===== src/rtl/cmlk_pkg.sv =====
// -----------------------------------------------------------------------------
// cmlk_pkg
// Shared definitions for the CameraLink-to-AXI4-Stream read path.
//   rd_state_e    : read-controller state encoding (S_HOLD, S_WAIT, S_RUN)
//   FRAME_LEN_DEF : default number of 32-bit words per output frame
// -----------------------------------------------------------------------------
package cmlk_pkg;

  typedef enum logic [1:0] {
    S_HOLD = 2'd0,  // FIFO reset asserted
    S_WAIT = 2'd1,  // FIFO reset released, recovery time running
    S_RUN  = 2'd2   // normal streaming
  } rd_state_e;

  localparam int unsigned FRAME_LEN_DEF = 256;

endpackage


===== src/rtl/asfifo_rd_ctrl_rst_seq_cnt.sv =====
// -----------------------------------------------------------------------------
// rst_seq_cnt
// Down-counter that times one interval of the FIFO reset sequence.
// While en is low the counter sits at CYCLES-1; while en is high it counts
// down and done pulses in the CYCLES-th enabled cycle, after which the
// counter reloads so the same instance can time the next sequence.
// Ports:
//   clk, rst_n : read-domain clock, asynchronous active-low reset
//   en         : interval is running
//   done       : last cycle of the interval (combinational from the count)
// -----------------------------------------------------------------------------
module rst_seq_cnt #(
  parameter int unsigned CYCLES = 8
) (
  input  logic clk,
  input  logic rst_n,
  input  logic en,
  output logic done
);

  localparam int unsigned   CW   = (CYCLES > 1) ? $clog2(CYCLES) : 1;
  localparam logic [CW-1:0] LOAD = CW'(CYCLES - 1);

  logic [CW-1:0] cnt;

  // NOTE: registers take non-blocking assignments so every flop samples the
  // pre-edge value of every other flop, independent of block ordering.
  always_ff @(posedge clk or negedge rst_n) begin
    if (!rst_n) begin
      cnt <= LOAD;
    end else if (!en || cnt == '0) begin
      cnt <= LOAD;
    end else begin
      cnt <= cnt - 1'b1;
    end
  end

  assign done = en && (cnt == '0);

endmodule


===== src/rtl/asfifo_rd_ctrl.sv =====
// -----------------------------------------------------------------------------
// asfifo_rd_ctrl
// Read-side controller of the 32-bit FWFT dual-clock FIFO. Runs the FIFO
// reset sequence (hold, then recovery wait), drains the FIFO into an
// AXI4-Stream master and cuts the stream into FRAME_LEN-word frames with
// tlast. A flush request is deferred to the next frame boundary so no
// truncated frame ever leaves the block.
// Ports:
//   clk, rst_n      : read-domain clock (FIFO rd_clk), async active-low reset
//   flush           : one-cycle request to reset the FIFO
//   fifo_rst        : registered FIFO reset
//   fifo_empty      : FIFO empty flag (FWFT)
//   fifo_dout       : FIFO head word, valid while fifo_empty is low
//   fifo_rd_en      : FIFO pop, equal to the stream handshake
//   m_axis_*        : AXI4-Stream master (tdata, tvalid, tready, tlast)
//   frame_cnt       : completed frames, wraps at 16 bits
//   busy            : reset sequence in progress
// -----------------------------------------------------------------------------
module asfifo_rd_ctrl
  import cmlk_pkg::*;
#(
  parameter int unsigned DATA_W     = 32,
  parameter int unsigned FRAME_LEN  = FRAME_LEN_DEF,
  parameter int unsigned RST_CYCLES = 8,
  parameter int unsigned RST_WAIT   = 16
) (
  input  logic              clk,
  input  logic              rst_n,
  input  logic              flush,
  output logic              fifo_rst,
  input  logic              fifo_empty,
  input  logic [DATA_W-1:0] fifo_dout,
  output logic              fifo_rd_en,
  output logic [DATA_W-1:0] m_axis_tdata,
  output logic              m_axis_tvalid,
  input  logic              m_axis_tready,
  output logic              m_axis_tlast,
  output logic [15:0]       frame_cnt,
  output logic              busy
);

  localparam logic [15:0] LAST_IDX = 16'(FRAME_LEN - 1);

  rd_state_e   state;
  logic        flush_pend;
  logic [15:0] word_cnt;
  logic        hold_done;
  logic        wait_done;
  logic        parked;
  logic        handshake;
  logic        go_hold;

  rst_seq_cnt #(.CYCLES(RST_CYCLES)) u_hold_cnt (
    .clk  (clk),
    .rst_n(rst_n),
    .en   (state == S_HOLD),
    .done (hold_done)
  );

  rst_seq_cnt #(.CYCLES(RST_WAIT)) u_wait_cnt (
    .clk  (clk),
    .rst_n(rst_n),
    .en   (state == S_WAIT),
    .done (wait_done)
  );

  // Zero-latency stream path. A pending flush parks the stream at the frame
  // boundary: the next word is withheld so the reset starts right after the
  // tlast beat and the words still in the FIFO are discarded by it.
  // NOTE: every signal below is assigned on every pass through the block,
  // so no storage is implied and no latch can be inferred.
  always_comb begin
    parked        = flush_pend && (word_cnt == '0);
    m_axis_tdata  = fifo_dout;
    m_axis_tvalid = (state == S_RUN) && !fifo_empty && !parked;
    m_axis_tlast  = m_axis_tvalid && (word_cnt == LAST_IDX);
    handshake     = m_axis_tvalid && m_axis_tready;
    fifo_rd_en    = handshake;
    go_hold       = (state == S_RUN) && parked && !handshake;
  end

  always_ff @(posedge clk or negedge rst_n) begin
    if (!rst_n) begin
      state      <= S_HOLD;
      fifo_rst   <= 1'b1;
      busy       <= 1'b1;
      flush_pend <= 1'b0;
      word_cnt   <= '0;
      frame_cnt  <= '0;
    end else begin
      case (state)
        S_HOLD: begin
          if (hold_done) begin
            state    <= S_WAIT;
            fifo_rst <= 1'b0;
          end
        end
        S_WAIT: begin
          if (wait_done) begin
            state <= S_RUN;
            busy  <= 1'b0;
          end
        end
        S_RUN: begin
          if (go_hold) begin
            state    <= S_HOLD;
            fifo_rst <= 1'b1;
            busy     <= 1'b1;
          end
        end
        default: begin
          state    <= S_HOLD;
          fifo_rst <= 1'b1;
          busy     <= 1'b1;
        end
      endcase

      // A request seen while a sequence is starting or running is satisfied
      // by that sequence, so clearing wins over setting.
      if (go_hold || wait_done) begin
        flush_pend <= 1'b0;
      end else if (flush) begin
        flush_pend <= 1'b1;
      end

      if (state == S_HOLD) begin
        word_cnt <= '0;
      end else if (handshake) begin
        word_cnt <= (word_cnt == LAST_IDX) ? '0 : word_cnt + 16'd1;
      end

      if (handshake && m_axis_tlast) begin
        frame_cnt <= frame_cnt + 16'd1;
      end
    end
  end

endmodule


===== config.mk =====
export PLATFORM = sky130hd
export DESIGN_NAME = asfifo_rd_ctrl
export DESIGN_NICKNAME = d
export VERILOG_FILES = /design/src/rtl/cmlk_pkg.sv /design/src/rtl/asfifo_rd_ctrl_rst_seq_cnt.sv /design/src/rtl/asfifo_rd_ctrl.sv
export SDC_FILE = /design/constraint.sdc
export NUM_CORES = 1
export LEC_CHECK = 0
export CORE_MARGIN = 8
export CORE_UTILIZATION = 41
export CTS_BUF_LIST = sky130_fd_sc_hd__clkbuf_16
export DETAILED_ROUTE_END_ITERATION = 16
export MAX_ROUTING_LAYER = met4
export PLACE_DENSITY = 0.73
export SLEW_MARGIN = 5
export SYNTH_ARGS = -nofsm -noshare
export SYNTH_HDL_FRONTEND = slang
export SYNTH_SLANG_ARGS = --single-unit

===== constraint.sdc =====
create_clock -name clk -period 1.8 [get_ports clk]
set_clock_uncertainty 0.1 [all_clocks]
set_input_delay 0.18 -clock clk [delete_from_list [all_inputs] [get_ports clk]]
set_output_delay 0.18 -clock clk [all_outputs]
set_load 0.02 [all_outputs]

==> metrics <==
run status finished, violations left; overall track demand over capacity in global routing 15.36%; GP Congestion 0.8977; layout cells sized above 1 38.61%; worst slew margin relative to its limit 70.55%; Finish-stage setup viols 32; Mapped Nets 312; number of DRC markers in iteration 0 127; top-level I/O count 90; Core Region 0.006277 mm²; launch point of the worst reg-to-reg path word_cnt[0]$_DFFE_PN0P_; leading area contributor after synthesis sky130_fd_sc_hd__dfrtp_1; power per unit of standard cell area 720.3 mW/mm²; FFs w/ async S/R, synth 100.0%; Critical Path End Type output port; count of non-filler cells in the finished layout 393; type of origin of the critical path flop; crit path buf inv count 2; net count reported at finish 358; synth cell count leaders sky130_fd_sc_hd__dfrtp_1 (35), sky130_fd_sc_hd__buf_4 (33), sky130_fd_sc_hd__nand2_1 (20); antenna fix cells 0; Seq cells post-synth 44; warning count from the yosys run 0; Max stage delay on crit path 0.39 ns; antenna violations before repair 0; mean post-synth cell area 9.800 µm²; actual slew at the worst max-slew pin 0.4408 ns; clock-pin slew on the worst setup and hold paths 0.07 ns; PortBufs 25; final core utilization 57.05%; via count 2,187; largest net degree at the start of global routing 20; Crit path required time 1.52 ns; routed wire length 6.747 mm; buffers from clock root to sink, at most 2; Post-synth EDFFs 0; sequential-to-total area share from yosys stat 42.19%; total congestion overflow 0; most frequent cell after synthesis sky130_fd_sc_hd__dfrtp_1; unrepaired setup endpoints after global routing yes; VDD IR max 596.9 µV; Area Growth Syn to Fin 35.83%; total negative slack for setup checks -4.005 ns; type of the worst setup path reg -> out; final worst path period need 2.051 ns; worst hold path type in -> async; area share of the largest cell type after synthesis 33.22%; Post-Syn Area 0.002636 mm²; total number of H-tree levels 2; most used flip-flop cell after synthesis sky130_fd_sc_hd__dfrtp_1; Crit Path Max Fanout 3; Setup Slack @ Placement -0.4090 ns; fin. max-slew vios 0; drc violations 0; Lkg Pwr 1.576 nW; overall die area 0.009252 mm²; clock root buffer sky130_fd_sc_hd__clkbuf_16; starting density of the core 42.00%; Maximum Capacitance Violations 0; final critical-path setup slack -0.2513 ns; clock sinks 44; wire length of the first global-routing pass 10.93 mm; Skew-Pair Late Insertion Delay 0.29 ns; cell chain of the critical path nor4_2, buf_4, and4_1, nand3b_1, nor3_4, buf_6; WL per Instance 17.17 µm; peak clock frequency supported by timing 487.5 MHz; first-pass detailed-route iteration total 4; number of global-route vias before repair 2,244; Reg2Reg Capture Point word_cnt[10]$_DFFE_PN0P_; leading cell types by total area after synthesis sky130_fd_sc_hd__dfrtp_1 (33%), sky130_fd_sc_hd__buf_4 (9.4%), sky130_fd_sc_hd__dfstp_2 (9.0%), sky130_fd_sc_hd__xnor2_1 (5.6%), sky130_fd_sc_hd__nand4_1 (4.5%); floorplan row count 29; violations in the final reports negative setup slack; Critical Path Slowest Stage Cell sky130_fd_sc_hd__dfrtp_1; arrival time worst endpoint 1.77 ns; r2r worst-path depth 8; Final Hold Viols 0; half-perimeter wire length of the detailed placement result 4.227 mm; ANT nets after route 0; Chip Width 96.19 µm; post-synth cell types 51; final worst-path cycle share 114.0%; largest delay contributor family on the critical path simple AND/OR/NAND/NOR gates; average via count per standard cell 5.565; clock buffer count from CTS 5; minimum setup slack among reg-to-reg paths -0.18 ns; height of the die 96.19 µm; worst-case hold slack 0.2528 ns; clock tree from TritonCTS built; Worst Setup SP word_cnt[11]$_DFFE_PN0P_; number of placed instances, taps included 373; synthesized instance count 269
layer usage:
| layer | part of all wire (%) | wire length (µm) | vias to the layer above | global-route usage (%) |
|---|---|---|---|---|
| li1 | - | - | 1026 | - |
| met1 | 42 | 2826 | 1053 | 18.21 |
| met2 | 50 | 3382 | 88 | 24.52 |
| met3 | 5.4 | 367 | 20 | 3.042 |
| met4 | 2.5 | 170 | 0 | 7.170 |
| met5 | 0 | 0 | - | - |
worst max-delay path by stage:
stage | slack [ns] | cells after the start | to
after global routing | -0.30 | 6 | m_axis_tlast
after floorplan | -0.13 | 8 | m_axis_tlast
final | -0.25 | 6 | m_axis_tlast
after detailed placement | -0.41 | 6 | m_axis_tlast
after global placement | -0.39 | 6 | m_axis_tlast
after CTS | -0.25 | 6 | m_axis_tlast
sequential cells by signal (all words and copies together) (netlist names):
signal and cells:
word_cnt 16, fifo_rst 1, u_wait_cnt.cnt 4, busy 1, flush_pend 1, u_hold_cnt.cnt 3
frame_cnt 16, state 2
area by class of cell:
cell class                 instances  area [µm²]
inverter                          10       37.54
multi-input combinational        168        1376
sequential                        44        1115
tap                               77       96.34
timing repair buffer              86       809.5
clock buffer                       5       125.1
clock inverter                     3       21.27
fill                             502        2696
cells in the final DEF (no fill, tap or decap), drive strengths merged, types with 8 or more instances in the layout:
cell / Yosys / layout
buf: 40 / 63
dfrtp: 35 / 35
nand3: 8 / 8
inv: 10 / 11
nand2: 20 / 20
nor2: 8 / 8
xnor2: 17 / 17
nand4: 19 / 19
clkdlybuf4s50: 0 / 21
and3: 9 / 9
dfstp: 9 / 9
through the flow:
| stage | total power [W] | area, µm² |
|---|---|---|
| after floorplan | 0.001568 | 2691 |
| after global placement | 0.001646 | 3080 |
| after detailed placement | 0.001657 | 3080 |
| after CTS | 0.002591 | 3476 |
| after global routing | 0.002696 | 3581 |
| final | 0.002579 | 3581 |
kinds of logic after synthesis:
| logic type | Yosys count | share of synthesized area, % |
|---|---|---|
| AOI/OAI and AO/OA | 32 | 8.686 |
| xor gates and xnor gates | 19 | 6.312 |
| DFF | 44 | 42.19 |
| muxes | 3 | 1.187 |
| and+or+nand+nor | 108 | 25.15 |
| adders and majority gates | 6 | 2.848 |
| buffers and inverters | 57 | 13.62 |
power by group:
part	internal [W]	switching, W
logic	0.000191	0.000289
registers	0.00112	0.0000494
clock network	0.000517	0.000409
total	0.00183	0.000748
repair_timing:
action / in CTS / in global routing
setup endpoints to repair: 36 / 36
hold buffers: 1 / 0
gates cloned: 2 / 0
pin swaps: 16 / 15
gates resized for setup: 50 / 17
buffers inserted: 5 / 5
endpoints found under the hold margin: 17 / 0
(Power assumes the default switching activity.)
